`config.mk`:
```
export PLATFORM = sky130hd
export DESIGN_NAME = trojan_probe_sequencer
export DESIGN_NICKNAME = d
export VERILOG_FILES = /design/src/rtl/trojan_probe_sequencer.sv
export SDC_FILE = /design/constraint.sdc
export NUM_CORES = 1
export LEC_CHECK = 0
export CAP_MARGIN = 20
export CORE_UTILIZATION = 44
export DETAILED_ROUTE_END_ITERATION = 10
export GPL_TIMING_DRIVEN = 0
export PLACE_DENSITY = 0.74
export SYNTH_ARGS = -nofsm -noshare
export SYNTH_HDL_FRONTEND = slang
export SYNTH_SLANG_ARGS = --single-unit
```
`constraint.sdc`:
```
create_clock -name I2294 -period 1.7 [get_ports I2294]
set_input_delay 0.17 -clock I2294 [delete_from_list [all_inputs] [get_ports I2294]]
set_output_delay 0.17 -clock I2294 [all_outputs]
set_load 0.005 [all_outputs]
```
`src/rtl/trojan_probe_sequencer.sv`:
```
// Built-in test sequencer: drives LFSR patterns into a registered subcircuit,
// compacts its response bit into a MISR and compares against a golden signature.
module trojan_probe_sequencer #(
   parameter int                NUM_IN  = 7,
   parameter int                PAT_CNT = 64,
   parameter int                LATENCY = 2,
   parameter int                SIG_W   = 16,
   parameter logic [NUM_IN-1:0] SEED    = NUM_IN'(1),
   parameter logic [SIG_W-1:0]  POLY    = SIG_W'(16'h1021)
) (
   input  logic              I2294,
   input  logic              I2301,
   input  logic              start,
   input  logic [SIG_W-1:0]  golden_sig,
   output logic [NUM_IN-1:0] dut_in,
   output logic              dut_rst_n,
   input  logic              dut_out,
   output logic              busy,
   output logic              done,
   output logic              pass,
   output logic [SIG_W-1:0]  signature,
   output logic [2:0]        o_dbg_state
);

   localparam int                CNT_W    = $clog2(PAT_CNT + LATENCY + 1);
   localparam logic [NUM_IN-1:0] SEED_EFF = (SEED == '0) ? NUM_IN'(1) : SEED;

   typedef enum logic [2:0] {
      S_IDLE    = 3'd0,
      S_FLUSH   = 3'd1,
      S_APPLY   = 3'd2,
      S_DRAIN   = 3'd3,
      S_COMPARE = 3'd4,
      S_DONE    = 3'd5
   } state_t;

   state_t             r_state;
   logic [NUM_IN-1:0]  r_lfsr;
   logic [CNT_W-1:0]   r_cnt;
   logic [LATENCY-1:0] r_vpipe;
   logic [SIG_W-1:0]   r_sig;
   logic [NUM_IN-1:0]  r_dut_in;
   logic               r_dut_rst_n;
   logic               r_busy;
   logic               r_done;
   logic               r_pass;

   logic [NUM_IN-1:0]  w_lfsr_next;
   logic [SIG_W-1:0]   w_misr_next;
   logic               w_capture;

   // x^7+x^6+1 Fibonacci step, maximal length 127
   assign w_lfsr_next = {r_lfsr[NUM_IN-2:0], r_lfsr[NUM_IN-1] ^ r_lfsr[NUM_IN-2]};
   assign w_misr_next = {r_sig[SIG_W-2:0], 1'b0}
                      ^ (r_sig[SIG_W-1] ? POLY : '0)
                      ^ {{(SIG_W-1){1'b0}}, dut_out};
   assign w_capture   = r_vpipe[LATENCY-1];

   always_ff @(posedge I2294) begin
      if (I2301) begin
         r_state     <= S_IDLE;
         r_lfsr      <= SEED_EFF;
         r_cnt       <= '0;
         r_vpipe     <= '0;
         r_sig       <= '0;
         r_dut_in    <= '0;
         r_dut_rst_n <= 1'b0;
         r_busy      <= 1'b0;
         r_done      <= 1'b0;
         r_pass      <= 1'b0;
      end else begin
         // Tracks which response cycles belong to applied patterns
         r_vpipe[0] <= (r_state == S_APPLY);
         for (int i = 1; i < LATENCY; i++) begin
            r_vpipe[i] <= r_vpipe[i-1];
         end
         if (w_capture) begin
            r_sig <= w_misr_next;
         end

         case (r_state)
            S_IDLE, S_DONE: begin
               r_dut_rst_n <= 1'b1;
               if (start) begin
                  r_state     <= S_FLUSH;
                  r_busy      <= 1'b1;
                  r_done      <= 1'b0;
                  r_pass      <= 1'b0;
                  r_sig       <= '0;
                  r_lfsr      <= SEED_EFF;
                  r_dut_rst_n <= 1'b0;
                  r_dut_in    <= '0;
               end
            end
            S_FLUSH: begin
               r_state     <= S_APPLY;
               r_dut_rst_n <= 1'b1;
               r_dut_in    <= r_lfsr;
               r_lfsr      <= w_lfsr_next;
               r_cnt       <= '0;
            end
            S_APPLY: begin
               if (r_cnt == CNT_W'(PAT_CNT - 1)) begin
                  r_state  <= S_DRAIN;
                  r_dut_in <= '0;
                  r_cnt    <= '0;
               end else begin
                  r_cnt    <= r_cnt + 1'b1;
                  r_dut_in <= r_lfsr;
                  r_lfsr   <= w_lfsr_next;
               end
            end
            S_DRAIN: begin
               if (r_cnt == CNT_W'(LATENCY - 1)) begin
                  r_state <= S_COMPARE;
               end else begin
                  r_cnt <= r_cnt + 1'b1;
               end
            end
            S_COMPARE: begin
               r_pass  <= (r_sig == golden_sig);
               r_state <= S_DONE;
               r_busy  <= 1'b0;
               r_done  <= 1'b1;
            end
            default: r_state <= S_IDLE;
         endcase
      end
   end

   assign dut_in      = r_dut_in;
   assign dut_rst_n   = r_dut_rst_n;
   assign busy        = r_busy;
   assign done        = r_done;
   assign pass        = r_pass;
   assign signature   = r_sig;
   assign o_dbg_state = r_state;

endmodule

```
Word-level counts from Yosys, hierarchy flattened. Cells that the tools add are included.

Register bits after elaboration: 46. Input bits: 20. Output and inout port bits: 30. Word-level logic and storage cells: 62.

Add/sub/neg operators: 1. Equal/unequal tests: 13. Multiplexer cells: 24. Bitwise logic cells: 3. Reduce and logical (&&, ||, !) cells: 11.

Operators with widths (count): $pmux 7 s3 (3); $mux 16 (3); $mux 7 (6); $eq 16x16->1 (1); $xor 16x1->16 (1); $xor 16x13->16 (1); $pmux 3 s5 (1); $mux 13 (1); $mux 3 (3); $ne 2x2->1 const B (4); $pmux 1 s2 (4); $add 7x1->7 const B (1); $eq 7x1->1 const B (1); $eq 7x6->1 const B (1); $eq 3x2->1 const B (2); $eq 3x3->1 const B (2); $reduce_and 2->1 (3); $reduce_and 3->1 (2); $reduce_bool 3->1 (2); $reduce_bool 2->1 (2); $eq 3x1->1 const B (1); $logic_not 3->1 (1); $mux 1 (3); $ne 2x1->1 const B (1); other kinds (2) (2).

Longest topological paths before layout. Gate-level depths: netlist (run 1).

Word-level depth: 6. Gate-level depth with buffers: 6. Gate-level depth less buffers: 6.

Worst setup path before layout (run 1). No wires, ideal clock.

Path type: reg-to-reg. Start: register r_cnt[1]. End: register r_cnt[2]. Setup time: 0.070 ns. Data arrival time: 1.522 ns. Required time: 1.630 ns. Setup slack: 0.108 ns. Stages on the path, launching flop included: 7. Buffers on the path: 0. Period minus slack after synthesis: 1.592 ns. Path through: dfxtp_1 inv_1 ha_1 and4b_1 a21bo_2 or3_2 a21oi_1.

Longest elaborated chain between the ends: 3. Elaborated cells between the ends (all ways): 8. Those cells by class: add/sub: 1; eq/ne: 3; mux: 3; reduce/logical: 1.

Ends and longest elaborated chain: start: declaration (line 39) `logic [CNT_W-1:0] r_cnt;`; start signal: assignment (line 108) `r_cnt <= r_cnt + 1'b1;`; start signal: assignment (line 117) `r_cnt <= r_cnt + 1'b1;`; $add 7x1->7 (tied with other cells) (line 108, 117); $mux 7 (tied with other cells) (line 114) `if (r_cnt == CNT_W'(LATENCY - 1)) begin`; $pmux 7 s3 or $reduce_and 2->1 (tied branches).

Several ways; a longest one is shown, not always the timed one. The select of a mux whose other input is x is not followed. A chain may end at the register's enable or synchronous reset.

Final worst setup path (run 1).
Start: register r_cnt[0]. End: register r_state[0] (netlist: o_dbg_state[0]).

Longest elaborated chain between the ends: 3. Elaborated cells between the ends (all ways): 5. Those cells by class: eq/ne: 4; reduce/logical: 1.

Ends and longest elaborated chain: $eq 7x1->1 or $eq 7x6->1 (tied branches) (line 114, 103); $ne 2x2->1 (no source line) or $ne 2x1->1 (tied branches); $reduce_and 3->1 (no source line) *; end signal: assignment (line 115) `r_state <= S_COMPARE;`; end signal: assignment (line 122) `r_state <= S_DONE;`; end signal: assignment (line 126) `default: r_state <= S_IDLE;`; end: declaration (line 37) `state_t r_state;`.

Mark *: on every way between the ends. The rest lies on a longest branch, timed or not.

==> results.ini, run 1 <==
[clock_tree]
cts_buffers=5
cts-root-buf=clkbuf_8
clock-sinks=46
clkLatencyLatePin_ns=0.30
cts_buffer_depth=2
cts_tree=done
path_clk_slew_ns=0.08
cts_max_level=2

[pwr]
p_switching_mw=0.575
p_leak_nw=1.01
internal_power_mw=1.75
vdd_drop_max_uv=451
p_seq_share_pct=49.6
sw_frac_of_total_pct=24.8
clkPwrFrac_pct=34.2
pwr-share-comb_pct=16.2
power_density_nw_per_um2=828

[hold_path]
holdCritPathClass=reg2reg

[route]
wire_per_inst_um=13.9
route.detailed.drc=0
drt_pass1_iterations=4
wl_um=4450
num_vias=1731
first_iter_violations=73
antenna_left=0
viasPerCell=5.41

[synthesis]
synth_cell_types=44
synth.avg_cell_area_um2=9.78
syn_nets=232
yosysSeqAreaShare_pct=44.9
synthFlopType=dfxtp_1
synth_area_um2=2050
ys_ff_latch=46
synthArstFlopShare_pct=0
yosys_warnings=0
synth_cells=210
synth_edf_count=0

[global_route]
grt_pass1_vias=1621
antenna_found_initial=0
grt.total_usage_pct=18.6
grt_overflow=0
grt_pass1_wl_um=7360
grt_max_degree=15

[sta]
worst_clock_skew_ns=0.00245
max_slew_margin_pct=58.2
final_hold_viol_count=0
tightest_slew_ns=0.626
fmax_ghz=0.620
fin_crit_ns=1.61
slew_violations=0
worst_slack_ns=0.0862
period_share_pct=94.9
rsz0062_at_grt=yes
setup_viol=0
finalSetupTns_ns=0

[finish]
n_antenna_cell=0
stdcell_count=320
nNetsFinal=289
nFillCells=372
drive_gt1_share_pct=13.1
synthToLayoutAreaGrowth_pct=36.4

[floorplan]
die_y_um=70.3
start_util_pct=46.5
ios=50
die_x_um=70.3
dieArea_um2=4940
rows=24
design.core.area_um2=4410

[outcome]
status=completed

[worst_setup_path]
start_kind=flop
crit_type=reg2reg
path_max_fanout=5
cp-end-kind=flop
worstPathRequired_ns=1.92
critPathArrivalTime_ns=1.84

[placement]
dp_cells=311
portBuffers=49
dp_hpwl_um=3220
place_ws_ns=-0.362
routabilityCongestion=0.757

[flow_run]
cap_viol_max_count=0

-- area by class of cell --
| class | count | area [um2] | area share (%) |
|---|---|---|---|
| repair buffers | 50 | 498 | 17.8 |
| multi-input cells | 148 | 1120 | 40.0 |
| well taps | 52 | 65.1 | 2.32 |
| plain buffers | 10 | 53.8 | 1.92 |
| clock inverters | 2 | 37.5 | 1.34 |
| inverters | 6 | 26.3 | 0.938 |
| clock buffers | 6 | 72.6 | 2.59 |
| flip-flops and latches | 46 | 927 | 33.1 |
-- path summary, 6_finish.rpt --
path | from | endpoint | slack (ns) | cells after the start
max | r_cnt[0] | o_dbg_state[0] | 0.09 | 5
min | r_vpipe[0] | r_vpipe[1] | 0.45 | 1
max reg2reg | r_cnt[0] | o_dbg_state[0] | 0.09 | 5
min reg2reg | r_vpipe[0] | r_vpipe[1] | 0.45 | 1
-- metal layers --
| metal | vias up | global-route usage (%) | wire, um |
|---|---|---|---|
| met2 | 45 | 29.8 | 2040 |
| li1 | 861 | - | - |
| met3 | 6 | 5.34 | 223 |
| met1 | 819 | 24.1 | 2140 |
| met5 | - | 0 | 0 |
| met4 | 0 | 5.33 | 54 |
-- flip-flops by register name, indices dropped and copies added, names as in the netlist, 2 cells and up --
name         cells
dut_in           7
o_dbg_state      3
r_cnt            7
r_lfsr           7
r_vpipe          2
signature       16
-- cells by family (layout without fill, tap and decap cells) --
group | Yosys count | in the layout | share of synthesized area, %
AND/OR/NAND/NOR | 65 | 65 | 16.2
flip-flops | 46 | 46 | 44.9
AO/OA/AOI/OAI | 41 | 41 | 16.3
XOR/XNOR | 25 | 25 | 10.7
buffers and inverters | 16 | 74 | 3.41
multiplexers | 15 | 15 | 7.31
adder cells (fa/ha/maj) | 2 | 2 | 1.22
-- power by group through the flow --
| stage | sequential, mW | clock (mW) | combinational (mW) |
|---|---|---|---|
| final | 1.15 | 0.794 | 0.376 |
| after CTS | 1.15 | 0.820 | 0.360 |
| after floorplan | 1.17 | 0 | 0.208 |
| after global routing | 1.16 | 0.862 | 0.409 |
| after global placement | 1.17 | 0 | 0.343 |
| after detailed placement | 1.17 | 0 | 0.347 |
-- critical path, stage by stage, from the launching register on --
cell and delay (ns):
dfxtp_4 0.38, ha_2 0.20, nand2_2 0.07, or3_4 0.36, a211o_1 0.32, a211oi_2 0.21
-- synth_stat cells, drive strengths merged (2+ instances only) --
library cell,number,area [um2]
nor2b,4,25.0
a21oi,6,30.0
nand2,4,15.0
clkbuf,4,15.0
dfxtp,46,921
a32o,4,40.0
nor3,3,15.0
xor2,20,175
o21ai,4,20.0
nand4,3,18.8
nor4,5,31.3
buf,6,32.5
and4b,2,20.0
ha,2,25.0
nand2b,4,25.0
and4,2,18.8
a22o,7,61.3
a211o,2,17.5
xnor2,5,43.8
inv,5,18.8
mux2i,15,150
nor2,32,120
a211oi,7,57.6
or3,2,18.8
nand3,2,10.0
-- cells in the final DEF, fill, tap and decap left out, types with 5 or more instances in the layout --
| cell | netlist | final |
|---|---|---|
| clkbuf_8 | 0 | 5 |
| a211oi_1 | 6 | 6 |
| mux2i_1 | 15 | 15 |
| xnor2_1 | 5 | 5 |
| a22o_1 | 7 | 7 |
| nor2_1 | 32 | 32 |
| clkdlybuf4s50_1 | 0 | 49 |
| xor2_1 | 20 | 20 |
| inv_1 | 5 | 5 |
| dfxtp_1 | 46 | 43 |
| nor4_1 | 5 | 5 |
-- metrics by stage --
stage	power, mW	util, %	hold slack [ns]	cell area, um2
2_1_floorplan	1.38	-	0.374	2050
3_5_place_dp	1.52	59.1	0.436	2610
6_report	2.32	63.5	0.450	2800
4_1_cts	2.33	62.2	0.456	2740
5_1_grt	2.43	63.5	0.464	2800
3_3_place_gp	1.52	59.1	0.422	2610
-- repair_timing --
action / in CTS / in global routing
buffers inserted: 0 / 1
resized for setup: 6 / 14
setup endpoints to repair: 24 / 28
pin swaps: 0 / 2
hold buffers: 0 / 0
(Power assumes the default switching activity.)
==> run 2, diff against run 1 <==
Settings changed: CELL_PAD_IN_SITES_DETAIL_PLACEMENT from default to 1, CELL_PAD_IN_SITES_GLOBAL_PLACEMENT from default to 2, CORE_UTILIZATION 44 to 34, DONT_BUFFER_PORTS from default to 1, PLACE_DENSITY 0.74 to 0.73, SLEW_MARGIN from default to 10.
==> results.ini, run 2 (synthesis results as in run 1) <==
[finish]
final_common_cell=dfxtp_1
nNetsFinal=243
drive_gt1_share_pct=16.2
largest_reg_flops=16
final_cell_mix=dfxtp_1 (42), nor2_1 (32), xor2_1 (20)
final_cell_area_um2=2330
n_antenna_cell=0
synthToLayoutAreaGrowth_pct=13.7
stdcell_count=294

[route]
wl_um=5090
wirelength_met1_um=2390
num_vias=1590
top_layer=met4
routed-wl-met2_um=2370
viasPerCell=5.41
drt_pass1_iterations=4
wl_met3_um=244
wire_per_inst_um=17.3
antenna_left=0
first_iter_violations=43
route.detailed.drc=0

[floorplan]
design.core.area_um2=5680
rows=27
ios=50
dieArea_um2=6350
die_x_um=79.7
die_y_um=79.7
start_util_pct=36.2

[placement]
dp_cells=282
dp_hpwl_um=3830
routabilityCongestion=0.826
portBuffers=0
place_ws_ns=-0.196
post_dp_cell_area_um2=2140

[clock_tree]
hold_buffers=0
cts-root-buf=clkbuf_8
clkLatencyLatePin_ns=0.30
cts_max_level=2
cts_buffers=5
cts_tree=done
cts_buffer_depth=2
path_clk_slew_ns=0.09
clock-sinks=46

[pwr]
internal_power_mw=1.68
power_density_nw_per_um2=975
clkPwrFrac_pct=35.9
fin_total_pwr_mw=2.28
vdd_drop_max_uv=354
p_leak_nw=0.849
sw_frac_of_total_pct=26.1
p_switching_mw=0.595
p_seq_share_pct=50.9
pwr-share-comb_pct=13.2

[worst_setup_path]
worstPathCellList=ha_2 -> nand2_1 -> or3_4 -> a211o_1 -> a211oi_2
start_kind=flop
path_max_fanout=5
critical_path.max_stage_delay_ns=0.39
critPathSlowestCell=dfxtp_4
cp-end-kind=flop
reg2reg_from=r_cnt[0]
reg2reg_to=o_dbg_state[0]
worstPathRequired_ns=1.92
worstRegToRegCells=5
crit_type=reg2reg
critPathArrivalTime_ns=1.88
r2r_setup_slack_ns=0.04

[sta]
period_share_pct=97.4
finalSetupTns_ns=0
worst_slack_ns=0.0442
max_slew_margin_pct=58.8
slew_violations=0
rsz0062_at_grt=yes
setup_viol=0
final_hold_viol_count=0
tightest_slew_ns=0.619
fmax_ghz=0.604
fin_crit_ns=1.66
worst_clock_skew_ns=0.00748

[hold_path]
min-delay-start=dut_out
holdPathStages=2
holdCritPathClass=in2reg
hold_path_end=signature[0]

[global_route]
antenna_found_initial=0
grt.total_usage_pct=17.5
grt_overflow=0
grt_pass1_wl_um=8480
grt_pass1_vias=1672
grt_max_degree=16

[outcome]
status=completed

[flow_run]
cap_viol_max_count=0

run 2: worst max path at each step:
stage	start	to	slack, ns	cells past startpoint
floorplan	r_cnt[1]	r_cnt[2]	0.11	6
finish	r_cnt[0]	o_dbg_state[0]	0.04	5
CTS	o_dbg_state[0]	dut_in[0]	0.007	4
global route	o_dbg_state[1]	dut_in[0]	-0.03	5
detailed placement	r_cnt[0]	dut_in[0]	-0.20	6
global placement	o_dbg_state[0]	signature[13]	-0.17	5
run 2: what timing repair did:
| item | 4_1_cts | 5_1_grt |
|---|---|---|
| setup endpoints to repair | 26 | 28 |
| resized for setup | 7 | 8 |
| pin swaps | 3 | 0 |
| buffers inserted | 3 | 1 |
run 2: area by class of cell:
class                   instances  area [um2]
clock buffers                   5        68.8
repair buffers                  4        30.0
fillers                       664        3340
well taps                      72        90.1
plain buffers                  10        51.3
inverters                       6        22.5
clock inverters                 3        45.0
flip-flops and latches         46         931
multi-input cells             148        1100
run 2: per-stage QoR:
step / utilization, % / hold WS, ns
3_3_place_gp: 37.8 / 0.383
3_5_place_dp: 37.8 / 0.408
2_1_floorplan: - / 0.374
6_report: 41.1 / 0.0844
4_1_cts: 40.7 / 0.0808
5_1_grt: 41.1 / 0.0895
run 2: power by group through the flow:
stage | Clock, mW | Sequential (mW) | Combinational [mW]
CTS | 0.846 | 1.16 | 0.302
floorplan | 0 | 1.17 | 0.208
detailed placement | 0 | 1.18 | 0.270
global placement | 0 | 1.18 | 0.256
global route | 0.893 | 1.17 | 0.336
finish | 0.818 | 1.16 | 0.301
run 2: layer usage:
layer | vias to the layer above | track usage (%)
met4 | 0 | 6.36
met2 | 31 | 28.3
li1 | 771 | -
met3 | 8 | 4.91
met1 | 780 | 21.9
met5 | - | 0
run 2: worst max-delay path, delay by kind of cell (launching register included):
family	cells	cell delay [ns]
compound gates	2	0.52
fa+ha+maj	1	0.20
flops	1	0.39
simple gates	2	0.46
==> run 3, diff against run 2 <==
Settings changed: CORE_MARGIN from default to 2, SLEW_MARGIN 10 to 20.
==> results.ini, run 3 (synthesis results as in run 1) <==
[outcome]
status=completed

[sta]
final_hold_viol_count=0
fin_crit_ns=1.63
worst_clock_skew_ns=0.00407
period_share_pct=95.8
fmax_ghz=0.614
holdWs_ns=0.0682
worst_slack_ns=0.0721
max_slew_margin_pct=59.0
slew_violations=0
setup_viol=0
tightest_slew_ns=0.614

[pwr]
p_leak_nw=0.837
clkPwrFrac_pct=31.8
p_switching_mw=0.601
internal_power_mw=1.54
power_density_nw_per_um2=910
p_seq_share_pct=54.2
sw_frac_of_total_pct=28.1
vdd_drop_max_uv=370
pwr-share-comb_pct=14.0

[worst_setup_path]
crit_cells=5
critPathBufInv=1
worstRegToRegCells=5
path_delay_family=compound AO/OA/AOI/OAI gates
critPathArrivalTime_ns=1.87
reg2reg_from=o_dbg_state[1]
critPathSlowestCell=or3_2
crit_type=reg2reg
worstPathCellList=buf_4 -> o21ba_2 -> a21bo_4 -> or3_2 -> a21oi_2
worstPathRequired_ns=1.94
critical_path.max_stage_delay_ns=0.42
start_kind=flop
crit_end=r_cnt[2]
reg2reg_to=r_cnt[2]
path_max_fanout=8
r2r_setup_slack_ns=0.07
worstSetupStartpoint=o_dbg_state[1]
cp-end-kind=flop

[global_route]
grt_overflow=0
grt_pass1_wl_um=7730
grt_max_degree=16
antenna_found_initial=0
grt.total_usage_pct=15.2
grt_pass1_vias=1552

[clock_tree]
cts_tree=done
cts_buffers=5
path_clk_slew_ns=0.09
cts-root-buf=clkbuf_8
cts_max_level=2
clock-sinks=46
clkLatencyLatePin_ns=0.30
cts_buffer_depth=2

[route]
first_iter_violations=28
wl_um=4860
route.detailed.drc=0
wire_per_inst_um=16.4
num_vias=1545
viasPerCell=5.22
antenna_left=0
drt_pass1_iterations=4

[finish]
fin_util_pct=39.9
nNetsFinal=242
synthToLayoutAreaGrowth_pct=14.4
final_cell_area_um2=2350
stdcell_count=296
drive_gt1_share_pct=17.2
nFillCells=680
largest_reg_flops=16
final_cell_mix=dfxtp_1 (41), nor2_1 (32), xor2_1 (20)
final_common_cell=dfxtp_1
n_antenna_cell=0

[placement]
post_dp_cell_area_um2=2150
dp_cells=285
portBuffers=0
dp_hpwl_um=3440
place_ws_ns=-0.192
routabilityCongestion=0.735

[floorplan]
die_x_um=81.7
ios=50
rows=28
start_util_pct=34.9
dieArea_um2=6680
design.core.area_um2=5890
die_y_um=81.7

[flow_run]
cap_viol_max_count=0

[hold_path]
holdCritPathClass=in2reg

==> run 3: power by group through the flow <==
stage	Combinational (mW)	Clock [mW]	Sequential [mW]
floorplan	0.208	0	1.17
global placement	0.263	0	1.18
detailed placement	0.263	0	1.18
CTS	0.282	0.711	1.16
global route	0.334	0.768	1.17
finish	0.299	0.679	1.16
==> run 3: worst min-delay path by stage <==
| stage | start | to | cells past startpoint |
|---|---|---|---|
| floorplan | dut_out | signature[0] | 2 |
| global placement | dut_out | signature[0] | 2 |
| detailed placement | dut_out | signature[0] | 2 |
| CTS | dut_out | signature[0] | 2 |
| global route | dut_out | signature[0] | 2 |
| finish | dut_out | signature[0] | 2 |
==> run 3: routing by layer <==
layer / up-vias / routed length, um / share of wire (%) / GRT usage (%)
met3: 6 / 247 / 5.1 / 4.07
met4: 0 / 61 / 1.3 / 4.50
met2: 33 / 2310 / 48 / 25.9
met5: - / 0 / 0 / 0
met1: 737 / 2240 / 46 / 18.7
li1: 769 / - / - / -
==> run 3: through the flow <==
| stage | total power, mW | setup TNS (ns) |
|---|---|---|
| 3_3_place_gp | 1.44 | -4.02 |
| 6_report | 2.14 | 0 |
| 4_1_cts | 2.15 | 0 |
| 3_5_place_dp | 1.44 | -3.15 |
| 2_1_floorplan | 1.38 | 0 |
| 5_1_grt | 2.27 | -0.000686 |
==> run 3: cell type report <==
cell class | count | area, um2 | share of cell area [%]
Clock buffer | 5 | 68.8 | 2.93
Multi-Input combinational cell | 148 | 1130 | 48.3
Tap cell | 75 | 93.8 | 4.00
Sequential cell | 46 | 932 | 39.7
Buffer | 10 | 52.6 | 2.24
Timing Repair Buffer | 3 | 22.5 | 0.959
Clock inverter | 3 | 21.3 | 0.906
Inverter | 6 | 22.5 | 0.959
==> run 3: repair_timing <==
action / in CTS / in global routing
pin swaps: 2 / 3
resized for setup: 7 / 14
setup endpoints to repair: 27 / 17
hold buffers: 0 / 0
buffers inserted: 1 / 2
